**src/rtl/edge_trig_pkg.sv**
```systemverilog
// edge_trig_pkg: shared types and constants for the edge-trigger controller.
// Holds the controller state enum, default parameter values, field widths
// and a helper that maps a zero window length onto one.
package edge_trig_pkg;

  localparam int unsigned ADC_W_DEF       = 10;
  localparam int unsigned SUM_W_DEF       = 32;
  localparam int unsigned ADC_OFFSET_DEF  = 512;
  localparam int unsigned FIFO_DEPTH_DEF  = 4;

  localparam int unsigned WIN_W           = 8;
  localparam int unsigned HOLDOFF_W       = 16;
  localparam int unsigned TRIG_CNT_W      = 16;
  localparam int unsigned CORE_RST_CYCLES = 2;
  localparam int unsigned RST_CNT_W       = 2;

  typedef enum logic [2:0] {
    ST_IDLE,
    ST_RESET_CORE,
    ST_START,
    ST_FILL,
    ST_RUN,
    ST_HOLD
  } state_t;

  // A window of zero would never finish filling; treat it as one.
  function automatic logic [WIN_W-1:0] eff_window(input logic [WIN_W-1:0] w);
    return (w == '0) ? WIN_W'(1) : w;
  endfunction

endpackage

```
**src/rtl/edge_sample_fifo.sv**
```systemverilog
// edge_sample_fifo: small synchronous FIFO feeding the moving-sum core.
// Ports: clk/rst_n (async active-low), flush (drop all entries), push/din,
// pop, dout (head entry), empty_n (registered non-empty flag),
// drop_c (combinational: a push was refused because the FIFO is full).
// A push into a full FIFO succeeds when a pop happens in the same cycle.
module edge_sample_fifo #(
  parameter int unsigned W     = 10,
  parameter int unsigned DEPTH = 4
) (
  input  logic         clk,
  input  logic         rst_n,
  input  logic         flush,
  input  logic         push,
  input  logic         pop,
  input  logic [W-1:0] din,
  output logic [W-1:0] dout,
  output logic         empty_n,
  output logic         drop_c
);

  localparam int unsigned AW    = $clog2(DEPTH);
  localparam int unsigned CNT_W = AW + 1;

  logic [W-1:0]     mem [DEPTH];
  logic [AW-1:0]    wr_ptr;
  logic [AW-1:0]    rd_ptr;
  logic [CNT_W-1:0] count_q;
  logic [CNT_W-1:0] count_nxt;
  logic             full_c;
  logic             pop_ok_c;
  logic             push_ok_c;

  assign full_c    = (count_q == CNT_W'(DEPTH));
  assign pop_ok_c  = pop && (count_q != '0);
  assign push_ok_c = push && (!full_c || pop_ok_c);
  assign drop_c    = push && !push_ok_c && !flush;
  assign dout      = mem[rd_ptr];

  // Occupancy after this cycle's push/pop.
  always_comb begin
    count_nxt = count_q;
    if (push_ok_c && !pop_ok_c) begin
      count_nxt = count_q + CNT_W'(1);
    end else if (!push_ok_c && pop_ok_c) begin
      count_nxt = count_q - CNT_W'(1);
    end
  end

  // Storage, pointers and flags; pointers wrap naturally (DEPTH is a power of two).
  always_ff @(posedge clk or negedge rst_n) begin
    if (!rst_n) begin
      for (int i = 0; i < DEPTH; i++) mem[i] <= '0;
      wr_ptr  <= '0;
      rd_ptr  <= '0;
      count_q <= '0;
      empty_n <= 1'b0;
    end else if (flush) begin
      wr_ptr  <= '0;
      rd_ptr  <= '0;
      count_q <= '0;
      empty_n <= 1'b0;
    end else begin
      if (push_ok_c) begin
        mem[wr_ptr] <= din;
        wr_ptr      <= wr_ptr + AW'(1);
      end
      if (pop_ok_c) begin
        rd_ptr <= rd_ptr + AW'(1);
      end
      count_q <= count_nxt;
      empty_n <= (count_nxt != '0);
    end
  end

endmodule

```
**src/rtl/edge_trig_ctrl.sv**
```systemverilog
// edge_trig_ctrl: sequences the mov_sum moving-sum core for the edge trigger.
// On arm it latches the trigger configuration, resets and starts the core,
// streams offset-corrected ADC samples through a small FIFO into the core and
// compares each valid moving sum against the latched signed threshold.
// Ports: ap_clk/ap_rst_n (async active-low); arm/disarm pulses; cfg_* session
// configuration; adc_data/adc_valid sample input; ms_* core handshake and data;
// trig_out (one-cycle pulse), armed, overflow (sticky), trig_count (saturating).
// Build option: define EDGE_TRIG_CTRL_HOLDOFF_EN to re-arm after cfg_holdoff
// valid sums; otherwise the block is one-shot per session.
module edge_trig_ctrl
  import edge_trig_pkg::*;
#(
  parameter int unsigned ADC_W      = ADC_W_DEF,
  parameter int unsigned SUM_W      = SUM_W_DEF,
  parameter int unsigned ADC_OFFSET = ADC_OFFSET_DEF,
  parameter int unsigned FIFO_DEPTH = FIFO_DEPTH_DEF
) (
  input  logic                  ap_clk,
  input  logic                  ap_rst_n,
  input  logic                  arm,
  input  logic                  disarm,
  input  logic [WIN_W-1:0]      cfg_window_width,
  input  logic                  cfg_absolute,
  input  logic [SUM_W-1:0]      cfg_threshold,
  input  logic [HOLDOFF_W-1:0]  cfg_holdoff,
  input  logic [ADC_W-1:0]      adc_data,
  input  logic                  adc_valid,
  output logic                  ms_ap_rst,
  output logic                  ms_ap_start,
  input  logic                  ms_ap_done,
  input  logic                  ms_ap_idle,
  input  logic                  ms_ap_ready,
  output logic [WIN_W-1:0]      ms_window_width_V,
  output logic                  ms_absolute_value_V,
  output logic [ADC_W-1:0]      ms_datain_V_dout,
  output logic                  ms_datain_V_empty_n,
  input  logic                  ms_datain_V_read,
  input  logic [SUM_W-1:0]      ms_sumout_V,
  input  logic                  ms_sumout_V_ap_vld,
  output logic                  trig_out,
  output logic                  armed,
  output logic                  overflow,
  output logic [TRIG_CNT_W-1:0] trig_count
);

  state_t               state;
  logic [RST_CNT_W-1:0] rst_cnt;
  logic [WIN_W-1:0]     fill_cnt;
  logic [SUM_W-1:0]     thr_q;
  logic [ADC_W-1:0]     sample_c;
  logic                 sum_hit_c;
  logic                 fifo_flush_c;
  logic                 fifo_push_c;
  logic                 fifo_drop_c;

`ifdef EDGE_TRIG_CTRL_HOLDOFF_EN
  logic [HOLDOFF_W-1:0] hold_q;
  logic [HOLDOFF_W-1:0] hold_cnt;
`else
  logic                 unused_holdoff;
  assign unused_holdoff = ^cfg_holdoff;
`endif

  // Offset-binary to two's complement: subtract at ADC_W+1 bits, keep the low ADC_W.
  assign sample_c = ADC_W'((ADC_W+1)'(adc_data) - (ADC_W+1)'(ADC_OFFSET));

  assign sum_hit_c    = ($signed(ms_sumout_V) >= $signed(thr_q));
  assign fifo_push_c  = adc_valid && armed;
  assign fifo_flush_c = (state == ST_IDLE) ? arm : disarm;

  edge_sample_fifo #(
    .W     (ADC_W),
    .DEPTH (FIFO_DEPTH)
  ) u_fifo (
    .clk     (ap_clk),
    .rst_n   (ap_rst_n),
    .flush   (fifo_flush_c),
    .push    (fifo_push_c),
    .pop     (ms_datain_V_read),
    .din     (sample_c),
    .dout    (ms_datain_V_dout),
    .empty_n (ms_datain_V_empty_n),
    .drop_c  (fifo_drop_c)
  );

  // Session FSM with registered core controls, trigger pulse and counters.
  always_ff @(posedge ap_clk or negedge ap_rst_n) begin
    if (!ap_rst_n) begin
      state               <= ST_IDLE;
      rst_cnt             <= '0;
      fill_cnt            <= '0;
      thr_q               <= '0;
      ms_ap_rst           <= 1'b0;
      ms_ap_start         <= 1'b0;
      ms_window_width_V   <= WIN_W'(1);
      ms_absolute_value_V <= 1'b0;
      trig_out            <= 1'b0;
      armed               <= 1'b0;
      overflow            <= 1'b0;
      trig_count          <= '0;
`ifdef EDGE_TRIG_CTRL_HOLDOFF_EN
      hold_q              <= '0;
      hold_cnt            <= '0;
`endif
    end else begin
      trig_out  <= 1'b0;
      ms_ap_rst <= 1'b0;
      if (fifo_drop_c) overflow <= 1'b1;

      // Abort wins over arm and over a same-cycle trigger.
      if (state != ST_IDLE && disarm) begin
        state       <= ST_IDLE;
        ms_ap_rst   <= 1'b1;
        ms_ap_start <= 1'b0;
        armed       <= 1'b0;
      end else begin
        unique case (state)
          ST_IDLE: begin
            if (arm) begin
              ms_window_width_V   <= eff_window(cfg_window_width);
              ms_absolute_value_V <= cfg_absolute;
              thr_q               <= cfg_threshold;
`ifdef EDGE_TRIG_CTRL_HOLDOFF_EN
              hold_q              <= cfg_holdoff;
`endif
              overflow            <= 1'b0;
              trig_count          <= '0;
              rst_cnt             <= '0;
              ms_ap_rst           <= 1'b1;
              state               <= ST_RESET_CORE;
            end
          end
          ST_RESET_CORE: begin
            if (rst_cnt == RST_CNT_W'(CORE_RST_CYCLES - 1)) begin
              ms_ap_start <= 1'b1;
              armed       <= 1'b1;
              state       <= ST_START;
            end else begin
              rst_cnt   <= rst_cnt + RST_CNT_W'(1);
              ms_ap_rst <= 1'b1;
            end
          end
          ST_START: begin
            if (ms_ap_ready || !ms_ap_idle) begin
              ms_ap_start <= 1'b0;
              fill_cnt    <= '0;
              state       <= ST_FILL;
            end
          end
          ST_FILL: begin
            if (ms_ap_done) begin
              armed <= 1'b0;
              state <= ST_IDLE;
            end else if (ms_sumout_V_ap_vld) begin
              if (fill_cnt == ms_window_width_V - WIN_W'(1)) begin
                state <= ST_RUN;
              end else begin
                fill_cnt <= fill_cnt + WIN_W'(1);
              end
            end
          end
          ST_RUN: begin
            if (ms_ap_done) begin
              armed <= 1'b0;
              state <= ST_IDLE;
            end else if (ms_sumout_V_ap_vld && sum_hit_c) begin
              trig_out <= 1'b1;
              if (trig_count != '1) trig_count <= trig_count + TRIG_CNT_W'(1);
`ifdef EDGE_TRIG_CTRL_HOLDOFF_EN
              hold_cnt <= '0;
`endif
              state    <= ST_HOLD;
            end
          end
          ST_HOLD: begin
            if (ms_ap_done) begin
              armed <= 1'b0;
              state <= ST_IDLE;
            end
`ifdef EDGE_TRIG_CTRL_HOLDOFF_EN
            else if (hold_q == '0) begin
              state <= ST_RUN;
            end else if (ms_sumout_V_ap_vld) begin
              if (hold_cnt == hold_q - HOLDOFF_W'(1)) begin
                state <= ST_RUN;
              end else begin
                hold_cnt <= hold_cnt + HOLDOFF_W'(1);
              end
            end
`endif
          end
          default: begin
            state <= ST_IDLE;
          end
        endcase
      end
    end
  end

endmodule

```
**config.mk**
```make
export PLATFORM = sky130hd
export DESIGN_NAME = edge_trig_ctrl
export DESIGN_NICKNAME = d
export VERILOG_FILES = /design/src/rtl/edge_trig_pkg.sv /design/src/rtl/edge_sample_fifo.sv /design/src/rtl/edge_trig_ctrl.sv
export SDC_FILE = /design/constraint.sdc
export NUM_CORES = 1
export LEC_CHECK = 0
export CORE_ASPECT_RATIO = 1.25
export CORE_MARGIN = 4
export CORE_UTILIZATION = 43
export DETAILED_ROUTE_END_ITERATION = 10
export GPL_ROUTABILITY_DRIVEN = 0
export PLACE_DENSITY = 0.73
export SLEW_MARGIN = 20
export SYNTH_ARGS = -nofsm -noshare
export SYNTH_HDL_FRONTEND = slang
export SYNTH_SLANG_ARGS = --single-unit
export TNS_END_PERCENT = 1
```
**constraint.sdc**
```tcl
create_clock -name ap_clk -period 3.8 [get_ports ap_clk]
set_input_delay 0.57 -clock ap_clk [delete_from_list [all_inputs] [get_ports ap_clk]]
set_output_delay 0.57 -clock ap_clk [all_outputs]
set_load 0.005 [all_outputs]
```
==> flow_metrics.py <==
metrics = {
    "setup_path": {
        "worstPathRequired_ns": 4.14,
        "critical_path_class": "in2reg",
        "slowest_delay_ns": 0.52,
        "crit_fanout": 19,
        "cp-start-kind": "input port",
        "cp.arrival_ns": 3.38,
        "slowest_stage": "or4_1",
        "end_kind": "flop",
        "path_cells": "clkdlybuf4s50_1, ha_1, nand3_1, nor4_1, nand2_1, a31oi_1, o21ai_2, or4_1, a21oi_1",
    },
    "timing": {
        "clock.fmax_mhz": 329,
        "clock_skew_ns": 0.00943,
        "rsz0062_at_grt": "false",
        "tns_ns": 0,
        "fin_crit_sh_pct": 79.9,
        "setup_viol": 0,
        "worst_pin_slew_ns": 0.782,
        "slew-limit-headroom_pct": 47.8,
        "maxSlewViolCount": 0,
        "hold_violations": 0,
        "finalCriticalPeriod_ns": 3.04,
    },
    "power": {
        "ir_drop_uv": 356,
        "power.density_nw_per_um2": 700,
        "p_leak_nw": 3.96,
    },
    "floorplan": {
        "die_area_um2": 17900,
        "core_um2": 15600,
        "die_width_um": 120,
        "initial_core_util_pct": 43.6,
        "io_pins": 150,
        "row_count": 51,
        "die_h_um": 149,
    },
    "cts": {
        "cts_resized": 0,
        "cts_tree": "built",
        "ctsHoldBuffers": 0,
        "cts_setup_buffers": 0,
        "cts_buffer_depth": 2,
        "insertion_delay_ns": 0.42,
        "cts_root_buffer": "clkbuf_16",
        "ctsHtreeMaxLevel": 4,
        "cts_sinks": 123,
        "cts_buffers": 17,
        "clkTransAtPathRegs_ns": 0.06,
    },
    "final_layout": {
        "num-fill-cells": 1355,
        "diodes": 0,
        "layout-drive-gt1-share_pct": 12.3,
        "nets": 971,
        "utilization_pct": 58.0,
        "syn_to_final_growth_pct": 33.0,
    },
    "yosys": {
        "yosysWarnings": 0,
        "yosysUniqueCellTypes": 64,
        "synth-edff-count": 0,
        "yosysSeqAreaShare_pct": 45.3,
        "netlist_top_cells_count": "dfrtp_1 (122), nand2_1 (100), o21ai_0 (62)",
        "syn_nets": 837,
        "syn-instance-count": 685,
        "ys_top_cells_by_area": "dfrtp_1 (45%), ha_1 (7.9%), mux2_2 (6.1%), nand2_1 (5.5%), o21ai_0 (4.6%)",
        "synth.cell_area_um2": 6790,
        "ys.flop_type": "dfrtp_1",
        "syn_avg_cell_area_um2": 9.92,
        "synth_top_cell_by_area": "dfrtp_1",
        "ys_ff_latch": 123,
        "synth_top_area_share_pct": 44.9,
        "synth-async-reset-ratio_pct": 100,
        "synth.most_common_cell": "dfrtp_1",
    },
    "global_route": {
        "grtUsageTotal_pct": 18.5,
        "grt_start_max_net_pins": 64,
        "grt-ovfl-total": 0,
        "grt_pass1_vias": 5411,
        "grt_pass1_wl_mm": 26.4,
        "antenna_found_initial": 0,
    },
    "placed_design": {
        "hpwl_mm": 11.7,
        "io_buffer_count": 133,
    },
    "routing": {
        "routed_via_density": 5.25,
        "wl_per_cell_um": 15.3,
        "drc_errors": 0,
        "vias": 5482,
        "drt_pass1_iterations": 4,
        "ant_nets": 0,
        "routed_wirelength_mm": 15.9,
        "drt-initial-drc-count": 366,
    },
    "min_path": {
        "hp-class": "in2async",
    },
    "job": {
        "drv_cap": 0,
    },
    "run_status": {
        "status": "finished clean",
    },
}
-- sequential cells by signal (all words and copies together), names as in the netlist, 3 cells and up --
name and flops:
u_fifo.mem 40, thr_q 32, trig_count 16, fill_cnt 8, ms_window_width_V 8, state 3, u_fifo.count_q 3
-- critical path: cells and delay by family --
kind / cells / cell delay [ns]
simple gates: 4 / 1.26
fa+ha+maj: 1 / 0.37
compound gates: 3 / 0.75
buf+inv: 1 / 0.41
-- where the power goes --
group / leakage, nW / switching (W) / total, W / internal, W
clock network: 0.321 / 0.000584 / 0.00185 / 0.00127
registers: 1.60 / 0.000382 / 0.00216 / 0.00177
logic: 2.04 / 0.00109 / 0.00231 / 0.00122
total: 3.96 / 0.00206 / 0.00632 / 0.00426
-- layer usage --
layer | GRT usage (%) | vias up | wire, um
met5 | 0 | - | 0
li1 | - | 2712 | -
met4 | 6.92 | 0 | 223
met1 | 23.1 | 2594 | 7010
met2 | 30.3 | 157 | 7640
met3 | 5.48 | 19 | 1060
-- final timing paths --
path	from	endpoint	slack, ns	cells after the start
max	ms_sumout_V[31]	trig_count[10]	0.76	9
min	ap_rst_n	u_fifo.mem[35]	0.17	1
max reg2reg	thr_q[31]	trig_count[10]	0.98	9
min reg2reg	rst_cnt[1]	rst_cnt[1]	0.48	2
max in group asynchronous	ap_rst_n	ms_window_width_V[0]	2.80	2
min in group ap_clk	rst_cnt[1]	rst_cnt[1]	0.48	2
-- cell type report --
cell class / count / area, um2 / share of cell area [%]
clock inverters: 10 / 213 / 2.36
well taps: 212 / 265 / 2.94
flip-flops and latches: 123 / 3080 / 34.1
inverters: 56 / 210 / 2.33
repair buffers: 140 / 1390 / 15.4
multi-input cells: 481 / 3410 / 37.7
clock buffers: 22 / 464 / 5.14
-- through the flow --
| step | cell area [um2] | hold slack, ns | setup slack, ns | std cells | total power, W |
|---|---|---|---|---|---|
| floorplan | 6790 | 0.274 | 1.18 | 685 | 0.00366 |
| detailed placement | 8350 | 0.471 | 0.295 | 1012 | 0.00450 |
| global route | 9030 | 0.223 | 0.531 | 1044 | 0.00679 |
| finish | 9030 | 0.172 | 0.764 | 1044 | 0.00632 |
| global placement | 8350 | 0.459 | 0.348 | 1012 | 0.00442 |
| CTS | 9030 | 0.191 | 0.728 | 1044 | 0.00639 |
-- kinds of logic after synthesis --
group	synth area share (%)
AND/OR/NAND/NOR	15.7
AO/OA/AOI/OAI	13.6
multiplexers	10.4
buffers and inverters	4.62
flip-flops	45.3
adder cells (fa/ha/maj)	7.92
XOR/XNOR	2.47
-- layout by cell type (no fill, tap or decap), drive strengths merged, types with 6 or more instances in the layout --
| cell | n |
|---|---|
| dfrtp | 122 |
| nand4 | 17 |
| o211ai | 9 |
| clkbuf | 22 |
| nor4 | 6 |
| a31oi | 9 |
| bufinv | 6 |
| mux4 | 10 |
| nand2 | 100 |
| nand3 | 17 |
| xnor2 | 12 |
| clkdlybuf4s50 | 132 |
| ha | 43 |
| o31ai | 6 |
| a21oi | 25 |
| buf | 8 |
| nor2 | 40 |
| mux2 | 38 |
| nor2b | 7 |
| and3 | 10 |
| nor3 | 7 |
| o21ai | 65 |
| inv | 55 |
No activity file was read; power rests on OpenSTA's default activity.
